## src/rtl/aunit_seq.sv

```systemverilog
// aunit_seq: job sequencer for the PE multiply-accumulate array.
// Walks CLR -> ACC -> DRAIN -> OUT once per output pass, for the configured
// number of passes, then pulses o_done and returns to IDLE.
// Optional build macro AUSEQ_PERF_EN adds stall/wait performance counters.
module aunit_seq #(
    parameter int CNTWD  = 8,
    parameter int AU_LAT = 2
) (
    input  logic             i_clk,
    input  logic             i_rst,
    input  logic             i_cfg_valid,
    output logic             o_cfg_ready,
    input  logic [CNTWD-1:0] i_cfg_taps,
    input  logic [CNTWD-1:0] i_cfg_passes,
    input  logic             i_op_valid,
    output logic             o_op_ready,
    output logic             o_au_clr,
    output logic             o_au_en,
    output logic             o_au_last,
    output logic             o_sum_valid,
    input  logic             i_sum_ready,
    output logic [CNTWD-1:0] o_pass_idx,
    output logic             o_busy,
    output logic             o_done
`ifdef AUSEQ_PERF_EN
    ,
    output logic [15:0]      o_stall_cnt,
    output logic [15:0]      o_wait_cnt
`endif
);

    localparam int LATW = (AU_LAT > 1) ? $clog2(AU_LAT) : 1;
    localparam logic [LATW-1:0]  LAT_LAST = LATW'(AU_LAT - 1);
    localparam logic [LATW-1:0]  LAT_ONE  = LATW'(1);
    localparam logic [CNTWD-1:0] ONE      = CNTWD'(1);

    typedef enum logic [2:0] {
        IDLE  = 3'd0,
        CLR   = 3'd1,
        ACC   = 3'd2,
        DRAIN = 3'd3,
        OUT   = 3'd4
    } state_t;

    state_t           state_q, state_d;
    logic [CNTWD-1:0] taps_q, taps_d;
    logic [CNTWD-1:0] passes_q, passes_d;
    logic [CNTWD-1:0] pass_q, pass_d;
    logic [CNTWD-1:0] tap_q, tap_d;
    logic [LATW-1:0]  lat_q, lat_d;
    logic             done_d;
    logic             cfg_hs;

    // Registered outputs are computed from the next state so they line up
    // with the cycle the state machine actually occupies.
    logic cfg_ready_q, cfg_ready_d;
    logic clr_q, clr_d;
    logic last_q, last_d;
    logic sv_q, sv_d;
    logic busy_q, busy_d;
    logic done_q;

    // Operand handshake is combinational so a beat is consumed in the cycle it is offered.
    always_comb begin
        o_op_ready = (state_q == ACC);
        o_au_en    = i_op_valid & o_op_ready;
    end

    // Next-state, counter and registered-output decode.
    always_comb begin
        state_d  = state_q;
        taps_d   = taps_q;
        passes_d = passes_q;
        pass_d   = pass_q;
        tap_d    = tap_q;
        lat_d    = lat_q;
        done_d   = 1'b0;
        cfg_hs   = 1'b0;
        case (state_q)
            IDLE: begin
                // cfg_ready_q is low in the o_done cycle, which blocks acceptance there.
                if (i_cfg_valid && cfg_ready_q) begin
                    cfg_hs = 1'b1;
                    // A zero-sized job is consumed but produces no work.
                    if (i_cfg_taps != '0 && i_cfg_passes != '0) begin
                        taps_d   = i_cfg_taps;
                        passes_d = i_cfg_passes;
                        pass_d   = '0;
                        state_d  = CLR;
                    end
                end
            end
            CLR: begin
                tap_d   = '0;
                state_d = ACC;
            end
            ACC: begin
                if (o_au_en) begin
                    if (tap_q == taps_q - ONE) begin
                        lat_d   = '0;
                        state_d = DRAIN;
                    end else begin
                        tap_d = tap_q + ONE;
                    end
                end
            end
            DRAIN: begin
                if (lat_q == LAT_LAST) begin
                    state_d = OUT;
                end else begin
                    lat_d = lat_q + LAT_ONE;
                end
            end
            OUT: begin
                if (i_sum_ready) begin
                    if (pass_q == passes_q - ONE) begin
                        done_d  = 1'b1;
                        state_d = IDLE;
                    end else begin
                        pass_d  = pass_q + ONE;
                        state_d = CLR;
                    end
                end
            end
            default: state_d = IDLE;
        endcase

        cfg_ready_d = (state_d == IDLE) && !done_d;
        clr_d       = (state_d == CLR);
        last_d      = (state_d == ACC) && (tap_d == taps_d - ONE);
        sv_d        = (state_d == OUT);
        busy_d      = (state_d != IDLE);
    end

    // Control state, counters and registered outputs.
    always_ff @(posedge i_clk) begin
        if (i_rst) begin
            state_q     <= IDLE;
            pass_q      <= '0;
            tap_q       <= '0;
            lat_q       <= '0;
            cfg_ready_q <= 1'b1;
            clr_q       <= 1'b0;
            last_q      <= 1'b0;
            sv_q        <= 1'b0;
            busy_q      <= 1'b0;
            done_q      <= 1'b0;
        end else begin
            state_q     <= state_d;
            pass_q      <= pass_d;
            tap_q       <= tap_d;
            lat_q       <= lat_d;
            cfg_ready_q <= cfg_ready_d;
            clr_q       <= clr_d;
            last_q      <= last_d;
            sv_q        <= sv_d;
            busy_q      <= busy_d;
            done_q      <= done_d;
        end
    end

    // Latched job sizes; only meaningful once a non-empty job is accepted.
    always_ff @(posedge i_clk) begin
        taps_q   <= taps_d;
        passes_q <= passes_d;
    end

    assign o_cfg_ready = cfg_ready_q;
    assign o_au_clr    = clr_q;
    assign o_au_last   = last_q;
    assign o_sum_valid = sv_q;
    assign o_pass_idx  = pass_q;
    assign o_busy      = busy_q;
    assign o_done      = done_q;

`ifdef AUSEQ_PERF_EN
    function automatic logic [15:0] sat_inc(input logic [15:0] v);
        return (v == 16'hFFFF) ? v : v + 16'd1;
    endfunction

    logic [15:0] stall_q, stall_d;
    logic [15:0] wait_q, wait_d;

    // Stall/wait counters restart with each accepted configuration and hold afterwards.
    always_comb begin
        stall_d = stall_q;
        wait_d  = wait_q;
        if (cfg_hs) begin
            stall_d = '0;
            wait_d  = '0;
        end else begin
            if (state_q == ACC && !i_op_valid) stall_d = sat_inc(stall_q);
            if (state_q == OUT && !i_sum_ready) wait_d = sat_inc(wait_q);
        end
    end

    // Performance counter registers.
    always_ff @(posedge i_clk) begin
        if (i_rst) begin
            stall_q <= '0;
            wait_q  <= '0;
        end else begin
            stall_q <= stall_d;
            wait_q  <= wait_d;
        end
    end

    assign o_stall_cnt = stall_q;
    assign o_wait_cnt  = wait_q;
`endif

endmodule
```

## config.mk

```make
export PLATFORM = sky130hd
export DESIGN_NAME = aunit_seq
export DESIGN_NICKNAME = d
export VERILOG_FILES = /design/src/rtl/aunit_seq.sv
export SDC_FILE = /design/constraint.sdc
export NUM_CORES = 1
export LEC_CHECK = 0
export CAP_MARGIN = 15
export CORE_ASPECT_RATIO = 0.7
export CORE_MARGIN = 1
export CORE_UTILIZATION = 54
export CTS_CLUSTER_DIAMETER = 80
export DETAILED_ROUTE_END_ITERATION = 8
export DONT_BUFFER_PORTS = 1
export GPL_ROUTABILITY_DRIVEN = 1
export PLACE_DENSITY = 0.69
export SLEW_MARGIN = 20
export SYNTH_ARGS = -nofsm -noshare
export SYNTH_HDL_FRONTEND = slang
export SYNTH_SLANG_ARGS = --single-unit
export TNS_END_PERCENT = 100
```

## constraint.sdc

```tcl
create_clock -name i_clk -period 4.1 [get_ports i_clk]
set_input_delay 0.82 -clock i_clk [delete_from_list [all_inputs] [get_ports i_clk]]
set_output_delay 0.82 -clock i_clk [all_outputs]
set_load 0.02 [all_outputs]
```

==> After elaboration in Yosys (flattened, before gate mapping) <==
Index checks and enable logic that the tools add are counted.
{ "word_totals": {"out_inout_bits": 16, "word_cells": 76, "inputBits": 21, "regBits": 42} }
{ "classes": {"bitwise": 1, "addsub": 6, "n_mux": 26, "n_reduce_logical": 15, "eq_ne": 16} }
{ "ops": {"columns": ["operator", "n"], "rows": [
  ["8-bit two-way mux", 9],
  ["8-bit case mux with 2 select lines", 2],
  ["8-bit equality test", 3],
  ["8-bit by 1-bit subtractor with 8-bit output (second input constant)", 3],
  ["3-bit two-way mux", 6],
  ["8-bit by 1-bit adder with 8-bit output (second input constant)", 2],
  ["8-bit nonzero test", 2],
  ["3-bit case mux with 5 select lines", 1],
  ["3-bit by 2-bit equality test with 1-bit output (second input constant)", 3],
  ["2-bit inequality test (second input constant)", 4],
  ["1-bit two-way mux", 7],
  ["3-bit by 1-bit equality test with 1-bit output (second input constant)", 2],
  ["3-bit equality test (second input constant)", 2],
  ["3-bit zero test", 2],
  ["3-bit AND reduction", 2],
  ["5-bit AND reduction", 1],
  ["1-bit logical AND", 4],
  ["2-bit by 1-bit inequality test with 1-bit output (second input constant)", 2],
  ["2-bit nonzero test", 2],
  ["3-bit nonzero test", 1],
  ["1-bit case mux with 2 select lines", 1],
  ["1-bit adder (second input constant)", 1],
  ["1-bit AND", 1],
  ["1-bit zero test", 1]
]} }

==> Logic depth before layout (Yosys ltp) <==
{ "logic_depth": {"word_depth": 8, "ltp_mapped": 11} }

==> Worst setup path after synthesis <==
Ideal clock, no wire load.
{ "synth_path": {"kind": "register to register", "from": "reg passes_q[0]", "to": "reg last_q, in the netlist o_au_last", "n_path_buf": 0, "path_stages_with_launch": 10, "period_less_slack_ns": 2.983, "arrival_time_ns": 2.895, "setup_slack_ns": 1.117, "cell_sequence": "edfxtp_1 > or4_4 > or4b_1 > and3_1 > o31a_1 > o311ai_4 > a21boi_4 > a31oi_2 > nand4_1 > nor4_2"} }
{ "synth_via": {"elab_chain_cells": 7} }
{ "synth_rtl": {"columns": ["item", "line", "text"], "rows": [
  ["from (decl)", "47", "logic [CNTWD-1:0] passes_q, passes_d;"],
  ["from (signal assigned)", "165", "passes_q <= passes_d;"],
  ["8-bit by 1-bit subtractor with 8-bit output", "116", "if (pass_q == passes_q - ONE) begin"],
  ["8-bit equality test", "116", null],
  ["1-bit two-way mux", "116", null],
  ["3-bit two-way mux", "115", "if (i_sum_ready) begin"],
  ["3-bit case mux with 5 select lines", "79", "case (state_q)"],
  ["3-bit by 2-bit equality test with 1-bit output", "130", "last_d = (state_d == ACC) && (tap_d == taps_d - ONE);"],
  ["1-bit logical AND", "130", null],
  ["to (signal assigned)", "155", "last_q <= last_d;"],
  ["to (decl)", "58", "logic last_q, last_d;"]
]} }
No other way between the ends.
A chain may end at the register's enable or synchronous reset.

==> Worst setup path in the final report <==
Same ends and word-level chain as after synthesis.

==> run metrics <==
WHS Path Cells=2; Final GP Congestion=just over 0.9; # diodes=0; fraction of registers with async set or reset after synthesis=0%; sequential fraction of the synthesis area=35.9%; Final Hold Vio Count=0; Tot GR Track Use=roughly a quarter; Hold Path End=lat_q$_SDFFE_PP0P_; Place WS=about 0.9 ns; CTS buffer count=5; Yosys reg bits=42; Setup Skew=0.0144 ns; worst rel slew slack=48.3%; commonest cells after routing, fill and taps aside=34 x dfxtp_1, 31 x nor2_1, 23 x nand2_1; antenna violations before repair=0; number of synthesized flops with an enable pin=8; Pwr Density=around 420 mW/mm²; H-tree level count=2; CP endpoint kind=flop; first-pass GRT wire length=9270 µm; failing checks=DRC; predominant post-synthesis flop cell=dfxtp_1; total setup buffers inserted after CTS=0; largest vdd supply drop=0.000229 V; DRT iter0 DRCs=143; WL final=around 5800 µm; Final min period=approximately 3.2 ns; vias in the first global route=~1800; NumNets Final=between 300 and 400; post-detail-place hpwl=~4600 µm; die height=approximately 60 µm; DRC Markers=2; area delta synth->final=5.32%; Clock Sinks=42; IO buf count=0; DR vias=2082; final period utilization=~77%; die width=84.4 µm; most common cell after layout, fill and taps aside=dfxtp_1; Worst setup SP type=flop; Syn Nets=312; Die ar.=0.00503 mm²; routed len/inst=roughly 17 µm; Starting Density=57.6%; # IOs=37; crit-path max FO=10; Hold Path Origin=lat_q$_SDFFE_PP0P_; post-cts resize count=0; TritonCTS clock tree=built; # Max-Cap Violations=0; Final ANT Viol Nets=0; Fmax=around 320 MHz; Cells after DPL=336; CORE AREA=0.00445 mm²; num rows=20; Final Max Tran Viols=0; Worst-Skew Late Latency=slightly above 0.3 ns; depth of the most critical reg-to-reg path=9; unrepaired setup endpoints after global routing=no; syn_area_per_cell=between 8 and 9 µm²; DR vias/cell=around 6.1; Clock Root Buffer=clkbuf_8; crit path kind=flop to flop; reg2reg end=o_au_last$_SDFF_PP0_; final cell count without fillers=344; area fraction of the dominant cell type after synthesis=a little over a quarter; Critical Path RT=roughly 4.3 ns; status=finished with violations; pin count of the biggest net entering global routing=16; Synth area leaders=dfxtp_1 27%, edfxtp_1 9.4%, xnor2_1 6.1%; worst slew pin tran=0.774 ns; P_leak=between 1 and 1.5 nW; synthesized cell area=approximately 0.0026 mm²; Worst Hold Class=flop to flop; R2R setup slack=around 0.9 ns; Hold Buf Count CTS=0; # setup viols final=0; maximum clock path buffer count=2; Reg2Reg Launch Point=passes_q[0]$_DFFE_PP_; fin worst setup slack=approximately 0.93 ns; DRT Pass-1 Iters=7; Netlist cell types=56; cells after synthesis=about 290; crit path launch=passes_q[0]$_DFFE_PP_; total negative slack=0 ns; layout cells sized above 1=10.4%; arrival time at the worst endpoint=~3.4 ns; Ys Warns=0; register clock-pin slew on the reported worst setup and hold paths=around 0.09 ns; grt total ovfl=0; area leader, netlist=dfxtp_1
[state kept, by name, summed over array words and instances, names as in the netlist]
name,cells
o_busy,1
o_pass_idx,8
o_au_last,1
tap_q,8
o_au_clr,1
passes_q,8
state_q,3
o_sum_valid,1
o_cfg_ready,1
o_done,1
taps_q,8
lat_q,1
[worst max-delay path: stages (launching register included)]
cell and delay, ns:
edfxtp_1 0.45, or4_4 0.57, or4b_1 0.50, and3_1 0.19
o31a_1 0.29, o311ai_4 0.33, a21boi_4 0.14, a31oi_2 0.25
nand4_1 0.16, nor4_2 0.22
[area by class of cell]
cell class,count,area (µm²)
Multi-Input combinational cell,223,1550
Sequential cell,42,921
Fill cell,392,1750
Inverter,13,48.8
Clock buffer,5,68.8
Clock inverter,3,22.5
Timing Repair Buffer,3,22.5
Tap cell,55,68.8
[report_power, final]
part | leakage, nW | total (W) | switching, W | internal, W
logic | 0.618 | 0.000323 | 0.000189 | 0.000134
registers | 0.353 | 0.000518 | 0.0000563 | 0.000462
clock network | 0.0451 | 0.000286 | 0.000163 | 0.000122
total | 1.02 | 0.00113 | 0.000409 | 0.000718
[cell families (layout without fill, tap and decap cells)]
family | after synthesis | in the layout | synth area share [%]
AND/OR/NAND/NOR | 124 | 124 | 25.8
XOR/XNOR | 36 | 36 | 12.3
buffers and inverters | 21 | 24 | 3.71
AO/OA/AOI/OAI | 38 | 38 | 11.7
flip-flops | 42 | 42 | 35.9
multiplexers | 20 | 20 | 8.10
adder cells (fa/ha/maj) | 5 | 5 | 2.44
[worst max path at each step]
stage	to	cells after the start	slack, ns
after floorplan	o_au_last$_SDFF_PP0_	9	1.12
after global placement	o_au_last$_SDFF_PP0_	10	0.96
after detailed placement	o_au_last$_SDFF_PP0_	10	0.92
after CTS	o_au_last$_SDFF_PP0_	9	0.94
after global routing	o_au_last$_SDFF_PP0_	9	0.82
final	o_au_last$_SDFF_PP0_	9	0.93
[cell usage after synthesis, types with 5 or more instances]
cell type,n
a21oi_1,13
and3_1,7
dfxtp_1,34
edfxtp_1,8
ha_1,5
inv_1,13
mux2_2,6
mux2i_1,14
nand2_1,23
nand2b_1,5
nand3_1,7
nand4_1,8
nor2_1,31
nor3_1,10
nor3b_1,5
nor4_1,9
xnor2_1,18
xor2_1,18
[routing by layer]
metal	share of wire [%]	vias up	wire length, µm	track usage [%]
li1	-	1048	-	-
met1	55	949	3160	40.4
met2	37	80	2120	30.6
met3	8.2	5	473	7.18
met4	0.47	0	27	5.81
met5	0	-	0	0
[through the flow]
step                      utilization (%)  total power, W  hold slack (ns)  area, µm²
final                                60.6         0.00113            0.492       2700
after global routing                 60.6         0.00119            0.538       2700
after CTS                            60.6         0.00113            0.491       2700
after detailed placement             58.6        0.000847            0.477       2610
after global placement               58.6        0.000842            0.481       2610
after floorplan                         -        0.000771            0.462       2560
(Power assumes the default switching activity.)
